===== config.mk =====
export PLATFORM = sky130hd
export DESIGN_NAME = alu_serial_ctrl
export DESIGN_NICKNAME = d
export VERILOG_FILES = /design/src/rtl/alu_pkg.sv /design/src/rtl/alu_1bit.sv /design/src/rtl/alu_serial_ctrl.sv
export SDC_FILE = /design/constraint.sdc
export NUM_CORES = 1
export LEC_CHECK = 0
export ABC_AREA = 1
export BUFFER_PORTS_ARGS = -buffer_cell sky130_fd_sc_hd__buf_2
export CAP_MARGIN = 25
export CORE_MARGIN = 2
export CORE_UTILIZATION = 50
export CTS_BUF_LIST = sky130_fd_sc_hd__clkbuf_8
export DETAILED_ROUTE_END_ITERATION = 12
export PLACE_DENSITY = 0.75
export RECOVER_POWER = 25
export SYNTH_ARGS = -nofsm -noshare
export SYNTH_HDL_FRONTEND = slang
export SYNTH_HIERARCHICAL = 1
export SYNTH_SLANG_ARGS = --single-unit

===== constraint.sdc =====
create_clock -name clk -period 2.1 [get_ports clk]
set_input_delay 0.105 -clock clk [delete_from_list [all_inputs] [get_ports clk]]
set_output_delay 0.105 -clock clk [all_outputs]
set_load 0.01 [all_outputs]

===== src/rtl/alu_pkg.sv =====
// Shared opcode constants and sequencer state encoding for the ALU family.
package alu_pkg;

  localparam logic [5:0] OP_AND = 6'd36;
  localparam logic [5:0] OP_OR  = 6'd37;
  localparam logic [5:0] OP_ADD = 6'd32;
  localparam logic [5:0] OP_SUB = 6'd34;
  localparam logic [5:0] OP_SLT = 6'd42;

  typedef enum logic [1:0] {
    IDLE = 2'd0,
    RUN  = 2'd1,
    FIX  = 2'd2,
    DONE = 2'd3
  } state_t;

  function automatic logic is_valid_op(input logic [5:0] op);
    return (op == OP_AND) || (op == OP_OR) || (op == OP_ADD) ||
           (op == OP_SUB) || (op == OP_SLT);
  endfunction

endpackage


===== src/rtl/alu_1bit.sv =====
// One-bit ALU slice: AND/OR/ADD/SUB/SLT selected by the shared Signal codes.
module alu_1bit
  import alu_pkg::*;
(
  input  logic       a,
  input  logic       b,
  input  logic       less,
  input  logic       cin,
  input  logic [5:0] signal,
  output logic       sum,
  output logic       cout
);

  logic b_inv;

  always_comb begin
    sum   = 1'b0;
    cout  = 1'b0;
    b_inv = ~b;
    case (signal)
      OP_AND: sum = a & b;
      OP_OR:  sum = a | b;
      OP_ADD: begin
        sum  = a ^ b ^ cin;
        cout = (a & b) | (a & cin) | (b & cin);
      end
      OP_SUB: begin
        sum  = a ^ b_inv ^ cin;
        cout = (a & b_inv) | (a & cin) | (b_inv & cin);
      end
      OP_SLT: begin
        sum  = less;
        cout = (a & b_inv) | (a & cin) | (b_inv & cin);
      end
      default: ;
    endcase
  end

endmodule


===== src/rtl/alu_serial_ctrl.sv =====
// Bit-serial ALU: one alu_1bit slice reused over WIDTH cycles, LSB first.
module alu_serial_ctrl
  import alu_pkg::*;
#(
  parameter int unsigned WIDTH = 32
) (
  input  logic             clk,
  input  logic             rst_n,
  input  logic             start,
  input  logic [WIDTH-1:0] A,
  input  logic [WIDTH-1:0] B,
  input  logic [5:0]       Signal,
  output logic [WIDTH-1:0] Result,
  output logic             Cout,
  output logic             Zero,
  output logic             busy,
  output logic             done,
  output logic             err
);

  localparam int unsigned CW = $clog2(WIDTH);

  state_t           state, state_nxt;
  logic [WIDTH-1:0] a_q, b_q, result_q;
  logic [5:0]       op_q, slice_op;
  logic [CW-1:0]    cnt_q;
  logic             carry_q, cout_q, err_q;
  logic             slice_sum, slice_cout, last_bit;

  assign last_bit = (cnt_q == CW'(WIDTH - 1));
  // SLT runs as a plain subtraction; its fix-up pass reads the sign afterwards.
  assign slice_op = (op_q == OP_SLT) ? OP_SUB : op_q;

  alu_1bit u_slice (
    .a      (a_q[cnt_q]),
    .b      (b_q[cnt_q]),
    .less   (1'b0),
    .cin    (carry_q),
    .signal (slice_op),
    .sum    (slice_sum),
    .cout   (slice_cout)
  );

  always_ff @(posedge clk or negedge rst_n) begin
    if (!rst_n) state <= IDLE;
    else        state <= state_nxt;
  end

  always_comb begin
    state_nxt = state;
    case (state)
      IDLE: if (start) state_nxt = is_valid_op(Signal) ? RUN : DONE;
      RUN:  if (last_bit) state_nxt = (op_q == OP_SLT) ? FIX : DONE;
      FIX:  state_nxt = DONE;
      DONE: state_nxt = IDLE;
      default: state_nxt = IDLE;
    endcase
  end

  always_ff @(posedge clk or negedge rst_n) begin
    if (!rst_n) begin
      a_q      <= '0;
      b_q      <= '0;
      op_q     <= '0;
      result_q <= '0;
      cnt_q    <= '0;
      carry_q  <= 1'b0;
      cout_q   <= 1'b0;
      err_q    <= 1'b0;
    end else begin
      case (state)
        IDLE: if (start) begin
          a_q      <= A;
          b_q      <= B;
          op_q     <= Signal;
          carry_q  <= Signal[1];
          cnt_q    <= '0;
          result_q <= '0;
          cout_q   <= 1'b0;
          err_q    <= !is_valid_op(Signal);
        end
        RUN: begin
          result_q <= {slice_sum, result_q[WIDTH-1:1]};
          carry_q  <= slice_cout;
          cnt_q    <= cnt_q + 1'b1;
          if (last_bit && op_q != OP_SLT) cout_q <= slice_cout;
        end
        FIX: begin
          result_q <= {{(WIDTH-1){1'b0}}, result_q[WIDTH-1]};
          cout_q   <= 1'b0;
        end
        default: ;
      endcase
    end
  end

  assign Result = result_q;
  assign Cout   = cout_q;
  assign Zero   = (result_q == '0);
  assign busy   = (state != IDLE);
  assign done   = (state == DONE);
  assign err    = err_q;

endmodule


==> key figures, run 1 <==
Finish
  – Number of diodes: 0
  – FILL cells: 872
  – Final net count: 970
  – Area grow syn2layout: 33.0%
  – Design area: around 7300 µm²
  – Fraction of layout cells with a size suffix above 1: 20.7%

Power
  – Pwr per Cell Area: 1150 nW/µm²
  – Total power: between 8000 and 9000 µW
  – LEAKAGE: 0.00369 µW
  – Peak supply drop: approximately 0.45 mV

Detailed routing
  – Antenna Violating Nets Remaining: 0
  – # DRC: 0
  – Vias: 5263
  – DR vias/cell: about 5
  – Routed wire length: around 14 mm
  – WL/cell: 14.0 µm
  – DR pass1 iterations: 5
  – Initial DRC count: ~520

CTS
  – Clock Tree Root: clkbuf_8
  – Clk sinks: 112
  – Longest Clk Path Bufs: 2
  – TritonCTS clock tree: built
  – H-tree depth: 3
  – Skew-Pair Late Insertion Delay: 380 ps
  – TritonCTS Buffers: 9
  – Worst-path clk slew: 100 ps

Run status
  – Outcome: complete, no violations

Place
  – DP Area: a little over 6000 µm²
  – DPL Wire Length: about 9.3 mm
  – GPL Wtd Cong: 0.868
  – PortBufs: 109

Worst setup path
  – Crit path DAT: roughly 2300 ps
  – Max stage delay on crit path: 450 ps
  – CP most frequent cell: nand2_1
  – Worst-path cell chain: buf_4 -> clkbuf_16 -> nand2_1 -> nand3_1 -> nand3_1 -> nand3_2 -> nand2_1 -> nand2_1 -> inv_2 -> inv_2 -> nand2_4 -> nand2_2 -> nand2_1 -> nand2_1 -> o21ai_1 -> nand2_1 -> a31oi_1
  – Critical-path top delay cell: dfrtp_2
  – Crit start category: flip-flop
  – Buffers and inverters on the worst path: 4
  – Delay-heaviest family, CP: simple AND/OR/NAND/NOR gates
  – Setup crit end kind: flip-flop
  – Kind of critical path: flip-flop to flip-flop
  – Worst EP required: 2400 ps
  – Crit-path max FO: 12

Timing
  – Final Max Tran Viols: 0
  – Final period utilization: between 90 and 100%
  – Final setup viols: 0
  – Unrepaired setup endpoints after global routing: true
  – Hold Fails Final Rpt: 0
  – Worst-margin pin slew: 1050 ps
  – Max Freq: 496 MHz
  – Slew margin rel.: a little under a third
  – Layout Skew: 11.8 ps
  – Fin crit period: 2020 ps

GRT
  – Met1 Resource Use GR: 35.0%
  – First-pass GRT wire length: around 23 mm
  – GR Layer Usage met3: around 4.2%
  – Initial antenna violation count: 0
  – GR Util met2: 40.8%
  – GRT Total Usage: 25.2%
  – Largest net degree at the start of global routing: approximately 60
  – Congestion Overflow GR: 0
  – Vias in the first global route: 4909
  – GRT busiest layer: met2

Logic synthesis
  – Cell count after synthesis: approximately 720
  – Synth Flop Type: dfrtp_1
  – Ys Warns: 6
  – Syn_nets: 801
  – Top cells by area, synth: dfrtp_1 (51%), nand2_1 (20%), o21ai_0 (7.3%)
  – Top-area cell type share of the netlist area: 51.4%
  – Cell taking the most area after synthesis: dfrtp_1
  – Count leader, synth: nand2_1
  – Synthesized area: roughly 5500 µm²
  – Ys async rst share: 100%
  – Seq/Total Area, Yosys: 51.4%
  – Count of cell types in the netlist: 29
  – Register bit total from synthesis: 112
  – EDFF count, synth: 0
  – Synth cell count leaders: nand2_1 (289), dfrtp_1 (112), o21ai_0 (80), inv_1 (67), nand3_1 (49)
  – Avg Inst Size Synth: 7.56 µm²

Floorplanning
  – Die width: 108 µm
  – Die area: roughly 12000 µm²
  – FP Rows: 38
  – Die Y: 108 µm
  – Starting density of the core: 50.8%
  – I/O Pins: 110
  – Core area: about 11000 µm²

Worst hold path
  – Worst Hold Class: input pin to flip-flop

Flow run
  – Max-cap viol count: 0
area by class of cell:
| cell class | instances | area (µm²) | share of cell area (%) |
|---|---|---|---|
| clock buffer | 9 | 124 | 1.71 |
| clock inverter | 6 | 61.3 | 0.844 |
| inverter | 71 | 277 | 3.81 |
| multi-input combinational | 500 | 2300 | 31.7 |
| sequential | 112 | 2810 | 38.6 |
| tap | 140 | 175 | 2.41 |
| timing repair buffer | 197 | 1520 | 20.9 |
per-stage QoR:
| stage | hold WS, ps | cells | setup WS, ps | utilization (%) | setup TNS (ps) |
|---|---|---|---|---|---|
| finish | 10.5 | 1035 | 82.6 | 67.6 | 0 |
| global route | 29.7 | 1035 | -65.9 | 67.6 | -139 |
| global placement | 125 | 944 | 158 | 56.9 | 0 |
| detailed placement | 135 | 944 | 86.9 | 56.9 | 0 |
| CTS | 0.421 | 1028 | 88.5 | 65.1 | 0 |
| floorplan | -191 | 722 | 224 | - | 0 |
state kept, by name (all words and copies together), names as in the netlist:
register  cells
carry_q       1
cnt_q         5
op_q          6
err           1
a_q          32
state         2
Cout          1
b_q          32
Result       32
logic make-up after synthesis:
group | after synthesis | share of synthesized area, %
AO/OA/AOI/OAI | 101 | 9.70
adder cells (fa/ha/maj) | 6 | 1.38
buffers and inverters | 110 | 8.41
flip-flops | 112 | 51.4
other | 1 | 0.0687
AND/OR/NAND/NOR | 392 | 29.1
worst paths after layout:
kind / to / start / slack [ps] / cells past startpoint
max: carry_q$_DFFE_PN0P_ / cnt_q[0]$_DFFE_PN0P_ / 80 / 17
min: op_q[1]$_DFFE_PN0P_ / Signal[1] / 10 / 3
max reg2reg: carry_q$_DFFE_PN0P_ / cnt_q[0]$_DFFE_PN0P_ / 80 / 17
min reg2reg: a_q[31]$_DFFE_PN0P_ / a_q[31]$_DFFE_PN0P_ / 490 / 2
max in group asynchronous: Result[7]$_DFFE_PN0P_ / rst_n / 360 / 3
min in group asynchronous: a_q[21]$_DFFE_PN0P_ / rst_n / 440 / 2
report_power, final:
| group | internal (µW) | switching [µW] |
|---|---|---|
| clock network | 542 | 720 |
| logic | 1410 | 2420 |
| registers | 2860 | 415 |
| total | 4810 | 3560 |
cells in the final DEF, fill, tap and decap left out, types with 2 or more instances in the layout:
| cell | instances |
|---|---|
| inv_1 | 65 |
| ha_1 | 6 |
| nand3_1 | 42 |
| nand2_2 | 10 |
| nor2_1 | 29 |
| nor2_4 | 2 |
| buf_4 | 8 |
| nor3_1 | 2 |
| dfrtp_2 | 2 |
| o211ai_1 | 2 |
| o21ai_2 | 2 |
| nand2_4 | 3 |
| inv_2 | 6 |
| buf_12 | 5 |
| nand2_1 | 279 |
| a21oi_2 | 4 |
| nor2_2 | 5 |
| dfrtp_1 | 110 |
| clkbuf_8 | 9 |
| o21ai_1 | 3 |
| dlygate4sd3_1 | 69 |
| clkbuf_16 | 4 |
| buf_2 | 108 |
| nand4_1 | 4 |
| o22ai_1 | 2 |
| nand3_2 | 7 |
| clkinvlp_4 | 2 |
| a21oi_1 | 7 |
| o21ai_0 | 77 |
| nor4_1 | 8 |
worst reg2reg max path, stage by stage, from the launching register on:
cell and delay, ps:
dfrtp_2 450, buf_4 160, clkbuf_16 160, nand2_1 70, nand3_1 90, nand3_1 110
nand3_2 70, nand2_1 80, nand2_1 60, inv_2 80, inv_2 50, nand2_4 90
nand2_2 40, nand2_1 50, nand2_1 50, o21ai_1 80, nand2_1 90, a31oi_1 180
routing by layer:
| metal | part of all wire (%) | routed length, µm |
|---|---|---|
| met1 | 44 | 6400 |
| met2 | 49 | 7030 |
| met3 | 5.7 | 820 |
| met4 | 1.6 | 233 |
| met5 | 0 | 0 |
repair_timing:
action | CTS | global route
hold endpoints to repair | 109 | 0
buffers inserted | 0 | 3
resized for setup | 0 | 52
hold buffers | 69 | 0
endpoints found under the setup margin | 0 | 3
Note: power is estimated with default switching activity, not from simulation.
==> inputs of run 2 (changes only) <==
- CTS_BUF_LIST: sky130_fd_sc_hd__clkbuf_8 -> sky130_fd_sc_hd__clkbuf_2 sky130_fd_sc_hd__clkbuf_4 sky130_fd_sc_hd__clkbuf_8
==> key figures, run 2 (synthesis gave the netlist of run 1 again) <==
Run status
  – Outcome: complete, no violations

Flow run
  – Max-cap viol count: 0 (unchanged)

CTS
  – Longest Clk Path Bufs: 2 (unchanged)
  – Clock Tree Root: clkbuf_8
  – TritonCTS Buffers: 9 (unchanged)
  – TritonCTS clock tree: built
  – H-tree depth: 3 (unchanged)
  – Worst-path clk slew: 100 ps (about the same)
  – Skew-Pair Late Insertion Delay: 380 ps (about the same)
  – Clk sinks: 112 (unchanged)

GRT
  – Vias in the first global route: 4909 (unchanged)
  – Congestion Overflow GR: 0 (unchanged)
  – Initial antenna violation count: 0 (unchanged)
  – First-pass GRT wire length: 23.3 mm (unchanged)
  – GRT Total Usage: 25.2% (unchanged)
  – Largest net degree at the start of global routing: 61 (unchanged)

Floorplanning
  – Die width: 108 µm (unchanged)
  – I/O Pins: 110 (unchanged)
  – Starting density of the core: 50.8% (unchanged)
  – FP Rows: 38 (unchanged)
  – Die area: 11800 µm² (unchanged)
  – Core area: 10700 µm² (unchanged)
  – Die Y: 108 µm (unchanged)

Timing
  – Final period utilization: 96.4% (+0.36 points)
  – Layout Skew: 12.0 ps (+0.180 ps)
  – Worst-margin pin slew: 1050 ps (-2.34 ps)
  – Slew margin rel.: 30.3% (+0.16 points)
  – Max Freq: 494 MHz (-0.37%)
  – Hold Fails Final Rpt: 0 (unchanged)
  – Final setup viols: 0 (unchanged)
  – Final Max Tran Viols: 0 (unchanged)
  – Unrepaired setup endpoints after global routing: true
  – Fin crit period: 2020 ps (+7.57 ps)
  – TNS Setup: 0 ps (unchanged)

Worst setup path
  – Worst EP required: 2400 ps (about the same)
  – Worst-path cell chain: buf_12 -> buf_12 -> nand2_1 -> nand3_1 -> a21oi_2 -> nor2_1 -> nand2_1 -> nand2_2 -> inv_2 -> inv_2 -> nand2_4 -> nand2_2 -> nand2_1 -> nand2_1 -> o21ai_1 -> nand2_1 -> a31oi_1
  – CP most frequent cell: nand2_1
  – Crit start category: flip-flop
  – Worst r2r path cells: 17 (unchanged)
  – Crit-path max FO: 6 (-6)
  – Max stage delay on crit path: 450 ps (about the same)
  – Worst R2R End: carry_q$_DFFE_PN0P_
  – R2r setup slk: 80 ps (about the same)
  – Setup crit end kind: flip-flop
  – Critical-path top delay cell: dfrtp_2
  – Reg-to-reg startpoint: cnt_q[0]$_DFFE_PN0P_
  – Kind of critical path: flip-flop to flip-flop
  – Crit path DAT: 2330 ps (about the same)

Finish
  – Final net count: 970 (unchanged)
  – Area grow syn2layout: 33.2%
  – Number of diodes: 0 (unchanged)
  – Most frequent cells in the layout: nand2_1 (279), dfrtp_1 (110), buf_2 (108)
  – Fraction of layout cells with a size suffix above 1: 20.9% (+0.22 points)
  – Commonest non-fill, non-tap cell in the layout: nand2_1
  – Fin cells: 1035 (unchanged)

Worst hold path
  – Hold Path Stages: 3 (unchanged)
  – Hold EP: op_q[1]$_DFFE_PN0P_
  – Min-delay src: Signal[1]
  – Worst Hold Class: input pin to flip-flop

Place
  – PortBufs: 109 (unchanged)
  – Dpl cells: 944 (unchanged)
  – DPL Wire Length: 9.25 mm (unchanged)
  – GPL Wtd Cong: 0.868 (unchanged)

Detailed routing
  – Vias: 5285 (+0.42%)
  – DR vias/cell: 5.11 (+0.42%)
  – # DRC: 0 (unchanged)
  – Antenna Violating Nets Remaining: 0 (unchanged)
  – WL/cell: 14.1 µm (+0.44%)
  – Routed wire length: 14.5 mm (+0.44%)
  – DR pass1 iterations: 7 (+2)
  – Initial DRC count: 512 (-1.7%)

Power
  – LEAKAGE: 0.00369 µW (about the same)
  – Pwr per Cell Area: 1160 nW/µm² (+0.49%)
  – Total power: 8420 µW (+0.59%)
  – Peak supply drop: 0.452 mV (+0.13%)
==> run 2: worst max path at each step <==
stage                               startpoint                     end  slack, ps
final                     cnt_q[0]$_DFFE_PN0P_     carry_q$_DFFE_PN0P_         80
after global routing      cnt_q[0]$_DFFE_PN0P_     carry_q$_DFFE_PN0P_        -70
after CTS                 cnt_q[0]$_DFFE_PN0P_  Result[31]$_DFFE_PN0P_         90
after detailed placement  cnt_q[0]$_DFFE_PN0P_  Result[31]$_DFFE_PN0P_         90
after global placement    cnt_q[0]$_DFFE_PN0P_  Result[31]$_DFFE_PN0P_        160
after floorplan           cnt_q[1]$_DFFE_PN0P_  Result[31]$_DFFE_PN0P_        220
==> run 2: repair_timing <==
action,CTS,global route
endpoints found under the hold margin,109,0
buffers inserted,0,3
hold buffers,69,0
gates resized for setup,0,52
endpoints found under the setup margin,0,3
==> run 2: worst max-delay path, delay by kind of cell (launching register included) <==
kind | cells | cell delay, ps
flops | 1 | 450
compound gates | 3 | 420
simple gates | 10 | 690
buf+inv | 4 | 400
==> run 2: metrics by stage <==
step / hold WS, ps / setup slack (ps) / area (µm²) / utilization (%)
floorplan: -191 / 224 / 5460 / -
global placement: 125 / 158 / 6120 / 56.9
detailed placement: 135 / 86.9 / 6120 / 56.9
CTS: 0.421 / 88.5 / 7000 / 65.1
global route: 29.7 / -65.9 / 7270 / 67.6
finish: 7.48 / 75.0 / 7270 / 67.6
==> run 2: metal layers <==
| layer | track usage [%] | part of all wire (%) | up-vias |
|---|---|---|---|
| li1 | - | - | 2593 |
| met1 | 35.0 | 45 | 2482 |
| met2 | 40.8 | 48 | 186 |
| met3 | 4.16 | 5.4 | 24 |
| met4 | 7.33 | 1.7 | 0 |
| met5 | 0 | 0 | - |
==> run 2: where the power goes <==
part           internal (µW)  total, µW  switching, µW
clock network            577       1300            722
registers               2860       3280            416
logic                   1410       3840           2430
==> run 2: layout make-up <==
type | count | area, µm²
sequential | 112 | 2810
inverter | 71 | 277
clock buffer | 11 | 139
clock inverter | 4 | 53.8
timing repair buffer | 197 | 1520
tap | 140 | 175
fill | 872 | 3480
multi-input combinational | 500 | 2300
